==> src/rtl/onehot_encoder_seq.sv <==
// Sequential 8-to-3 encoder.
// Captures an 8-bit request vector and emits, one per handshake, the binary
// index {a,b,c} of every set bit, lowest index first, until the vector is
// exhausted. The emitted index is meant to drive a 3-to-8 decoder directly.
module onehot_encoder_seq (
    input  logic       clk,
    input  logic       rst_n,
    input  logic [7:0] d,
    input  logic       load,
    output logic       in_ready,
    output logic       a,
    output logic       b,
    output logic       c,
    output logic       out_valid,
    input  logic       out_ready,
    output logic       last,
    output logic       zero_err
);

    typedef enum logic {
        IDLE,
        EMIT
    } state_t;

    state_t     state;
    logic [7:0] pend;

    logic [2:0] cur_idx;
    logic [7:0] pend_after;
    logic [2:0] next_idx;
    logic       next_last;
    logic [2:0] cap_idx;
    logic       cap_last;

    // Index of the lowest set bit; returns 0 for an all-zero vector
    function automatic logic [2:0] lowest_index(input logic [7:0] v);
        logic [2:0] idx;
        idx = 3'd0;
        for (int i = 7; i >= 0; i--) begin
            if (v[i]) begin
                idx = 3'(i);
            end
        end
        return idx;
    endfunction

    // True when exactly one bit of the vector is set
    function automatic logic exactly_one(input logic [7:0] v);
        return (v != 8'd0) && ((v & (v - 8'd1)) == 8'd0);
    endfunction

    assign cur_idx = {a, b, c};

    // Look-ahead for both the capture path and the post-handshake path
    always_comb begin
        pend_after = pend & ~(8'd1 << cur_idx);
        next_idx   = lowest_index(pend_after);
        next_last  = exactly_one(pend_after);
        cap_idx    = lowest_index(d);
        cap_last   = exactly_one(d);
    end

    // Control FSM with all outputs registered; reset wins over everything
    always_ff @(posedge clk) begin
        if (!rst_n) begin
            state     <= IDLE;
            pend      <= 8'd0;
            in_ready  <= 1'b1;
            out_valid <= 1'b0;
            a         <= 1'b0;
            b         <= 1'b0;
            c         <= 1'b0;
            last      <= 1'b0;
            zero_err  <= 1'b0;
        end else begin
            zero_err <= 1'b0;
            case (state)
                IDLE: begin
                    if (load) begin
                        if (d != 8'd0) begin
                            pend        <= d;
                            {a, b, c}   <= cap_idx;
                            last        <= cap_last;
                            out_valid   <= 1'b1;
                            in_ready    <= 1'b0;
                            state       <= EMIT;
                        end else begin
                            zero_err <= 1'b1;
                        end
                    end
                end
                EMIT: begin
                    if (out_ready) begin
                        if (last) begin
                            pend      <= 8'd0;
                            last      <= 1'b0;
                            out_valid <= 1'b0;
                            in_ready  <= 1'b1;
                            state     <= IDLE;
                        end else begin
                            pend      <= pend_after;
                            {a, b, c} <= next_idx;
                            last      <= next_last;
                        end
                    end
                end
                default: begin
                    state     <= IDLE;
                    pend      <= 8'd0;
                    out_valid <= 1'b0;
                    in_ready  <= 1'b1;
                    last      <= 1'b0;
                end
            endcase
        end
    end

endmodule
==> config.mk <==
export PLATFORM = sky130hd
export DESIGN_NAME = onehot_encoder_seq
export DESIGN_NICKNAME = d
export VERILOG_FILES = /design/src/rtl/onehot_encoder_seq.sv
export SDC_FILE = /design/constraint.sdc
export NUM_CORES = 1
export LEC_CHECK = 0
export CAP_MARGIN = 25
export CELL_PAD_IN_SITES_DETAIL_PLACEMENT = 1
export CELL_PAD_IN_SITES_GLOBAL_PLACEMENT = 1
export CORE_MARGIN = 5
export CORE_UTILIZATION = 30
export CTS_CLUSTER_DIAMETER = 40
export CTS_CLUSTER_SIZE = 8
export DETAILED_ROUTE_END_ITERATION = 12
export DONT_BUFFER_PORTS = 1
export PLACE_DENSITY_LB_ADDON = 0.05
export SYNTH_ARGS = -nofsm -noshare
export SYNTH_HDL_FRONTEND = slang
export SYNTH_SLANG_ARGS = --single-unit
==> constraint.sdc <==
create_clock -name clk -period 3.8 [get_ports clk]
set_input_delay 1.14 -clock clk [delete_from_list [all_inputs] [get_ports clk]]
set_output_delay 1.14 -clock clk [all_outputs]
set_load 0.01 [all_outputs]
==> impl_metrics.ini <==
[synthesis]
yosysSeqAreaShare = 0.267
synth_seq_cells = 16
ys_types = 44
number_of_flops_mapped_to_enable_cells_by_yosys = 0
netlist_area_sq_mm = 0.00120
ys.flop_type = dfxtp_1
post_synth_inst_count = 162
synth.top_cells.by_area = dfxtp_1 27%, a21oi_1 7.1%, nand2_1 4.7%, o211a_1 4.2%, o21ai_0 3.8%
synth_top_area_share = 0.267
yosysWarningCount = 0
postSynthNetCount = 174
async_reset_ff_frac = 0
avgSynthCellArea_sq_um = 7.41
cell_type_with_the_highest_aggregate_area_in_the_netlist = dfxtp_1

[route]
wl_per_cell_microns = 18.8
routed_wirelength_mm = 3.89
drt_first_iter_violations = 45
number_of_vias_after_detailed_routing = 1232
post-route-drc-count = 0
via_per_inst = 5.95
postRouteAntennaNets = 0
1st_pass_router_iterations = 4

[cts]
cts_post_setup_buffers_inserted = 0
cts-root-to-sink-buffers = 2
cts_tree = done
numCtsBuffers = 3
clkSlewWorstSetupHoldPaths_ps = 70
cts_resized = 0
clk-insertion-delay-late_ps = 250
cts_htree_levels = 1
clk_root_buffer_cell = clkbuf_8
clock-sinks = 16
hold_buffers = 0

[critical_path]
cpPeakStageDelay_ps = 540
worst-endpoint-arrival_ps = 2590
critical_path.n_buffers_inverters = 0
crit_path_capture = in_ready
timing.critical_path.cells = or4_4 -> o31a_1 -> a21o_4 -> a21oi_1 -> o21ai_1
crit_path_max_fanout = 15
critPathKind = in2reg
worst_setup_path_end_kind = register
r2r_end = a
worst-r2r-cell-count = 6
cp_data_required_time_ps = 3940
path_delay_family = compound AO/OA/AOI/OAI gates
rr_startpoint = c
r2r_setup_slack_ps = 1670
critical_path.slowest_cell = or4_4
critPathLaunch = d[3]
timing.critical_path.depth = 5
critical_path.startpoint_type = input port

[cells_and_area]
layout.cells.most_common = a21oi_1
final_design_area_no_fill_sq_mm = 0.00128
layout.area.seq_sq_um = 320
post_route_cells_drive_above_1_share = 0.0446
area_delta_synth_final_pct = 6.36
design.final.nets = 170
n_fill_cell = 481
multiInputGateArea_sq_um = 808
final_cell_mix = 17 x a21oi_1, 16 x dfxtp_1, 15 x nand2_1, 9 x o21ai_0
antenna_cells_inserted = 0

[place]
placed_area_sq_mm = 0.00122
placement.io_buffers = 0
dpl.hpwl_mm = 2.87
place_congestion = 0.866

[floorplan]
die_w_microns = 73.2
die_area_sq_mm = 0.00536
start_util = 0.304
i_o_pins = 19
placement_rows = 23
core-area_sq_mm = 0.00394
dieHeight_microns = 73.2

[timing]
setup-tns-final_ps = 0
final-hold-violation-count = 0
finalSetupViolations = 0
final.period_utilization = 0.644
crit_path_time_final_ps = 2450
report.final.slew_viol_count = 0
unrepaired_setup_endpoints_after_global_routing = no
skew_ps = 3.39
fmax_ghz = 0.409
timing.max_slew.rel_slack = 0.494
slew_at_the_pin_closest_to_its_max_slew_limit_ps = 758

[outcome]
outcome = complete, no violations

[worst_hold_path]
hold_path_class = reg2reg

[global_route]
grt_antenna_before_repair = 0
grt_pass1_wl_mm = 6.35
grtUsageTotal = 0.154
grt.overflow.total = 0
grt_start_max_net_pins = 20
vias_in_the_first_global_route = 1253

[power]
vdd_ir_drop_max_uv = 115
power.static_leakage_nw = 0.447
cellPowerDensity_mw_per_mm2 = 390
design_power_total_mw = 0.498

[flow_run]
timing.max_cap.violations = 0
-- flip-flops by register name, indices dropped and copies added (netlist names) --
| name | cells |
|---|---|
| zero_err | 1 |
| out_valid | 1 |
| a | 1 |
| state | 1 |
| in_ready | 1 |
| pend | 8 |
| b | 1 |
| c | 1 |
| last | 1 |
-- worst reg2reg max path, stage by stage, from the launching register on --
cell and delay, ps:
dfxtp_1 560, o31ai_1 540, nor3b_1 300, o31a_1 190
and2_1 160, nor2_1 50, a211oi_1 240
-- synth_stat cells (2+ instances only) --
master	n
a21oi_1	17
dfxtp_1	16
nand2_1	15
o21ai_0	9
clkbuf_1	8
inv_1	8
nor2_1	8
nand2b_1	6
nor2b_1	6
o21ai_1	6
o211a_1	5
o221ai_1	5
nand3_1	4
nor3_1	4
and2_1	3
nand3b_1	3
nor4_1	3
o211ai_1	3
o31a_1	3
a22oi_1	2
a31oi_1	2
o21a_1	2
o311a_1	2
xnor2_1	2
-- layer usage --
layer,up-vias,GRT usage,share of wire
li1,599,-,-
met1,605,0.197,0.46
met2,22,0.250,0.47
met3,6,0.0386,0.051
met4,0,0.0512,0.012
met5,-,0,0
-- where the power goes --
group / switching (mW) / total (mW) / internal [mW]
registers: 0.0396 / 0.222 / 0.183
clock network: 0.0681 / 0.160 / 0.0921
logic: 0.0622 / 0.116 / 0.0536
total: 0.170 / 0.498 / 0.328
-- area by class of cell --
class | count | share of cell area
multi-input cells | 129 | 0.633
flip-flops and latches | 16 | 0.251
well taps | 50 | 0.0490
clock buffers | 4 | 0.0431
inverters | 8 | 0.0235
-- kinds of logic after synthesis --
kind of cell / count (synthesis) / share of synthesized area
buffers and inverters: 17 / 0.0594
DFF: 16 / 0.267
AOI/OAI and AO/OA: 66 / 0.379
and+or+nand+nor: 60 / 0.272
xor gates and xnor gates: 2 / 0.0146
adders and majority gates: 1 / 0.00834
-- through the flow --
step | cells | hold WS [ps] | setup WS, ps | utilization
after detailed placement | 203 | 486 | 1060 | 0.310
after global routing | 207 | 537 | 1270 | 0.324
after floorplan | 162 | 468 | 1120 | -
after CTS | 207 | 503 | 1340 | 0.324
after global placement | 203 | 477 | 1110 | 0.310
final | 207 | 500 | 1350 | 0.324
-- worst min path at each step --
stage | startpoint | cells after the start | endpoint
2_1_floorplan | pend[3] | 1 | pend[3]
3_5_place_dp | pend[3] | 1 | pend[3]
6_report | pend[3] | 1 | pend[3]
5_1_grt | pend[3] | 1 | pend[3]
4_1_cts | pend[3] | 1 | pend[3]
3_3_place_gp | pend[3] | 1 | pend[3]
Power figures use the tool's default switching activity.
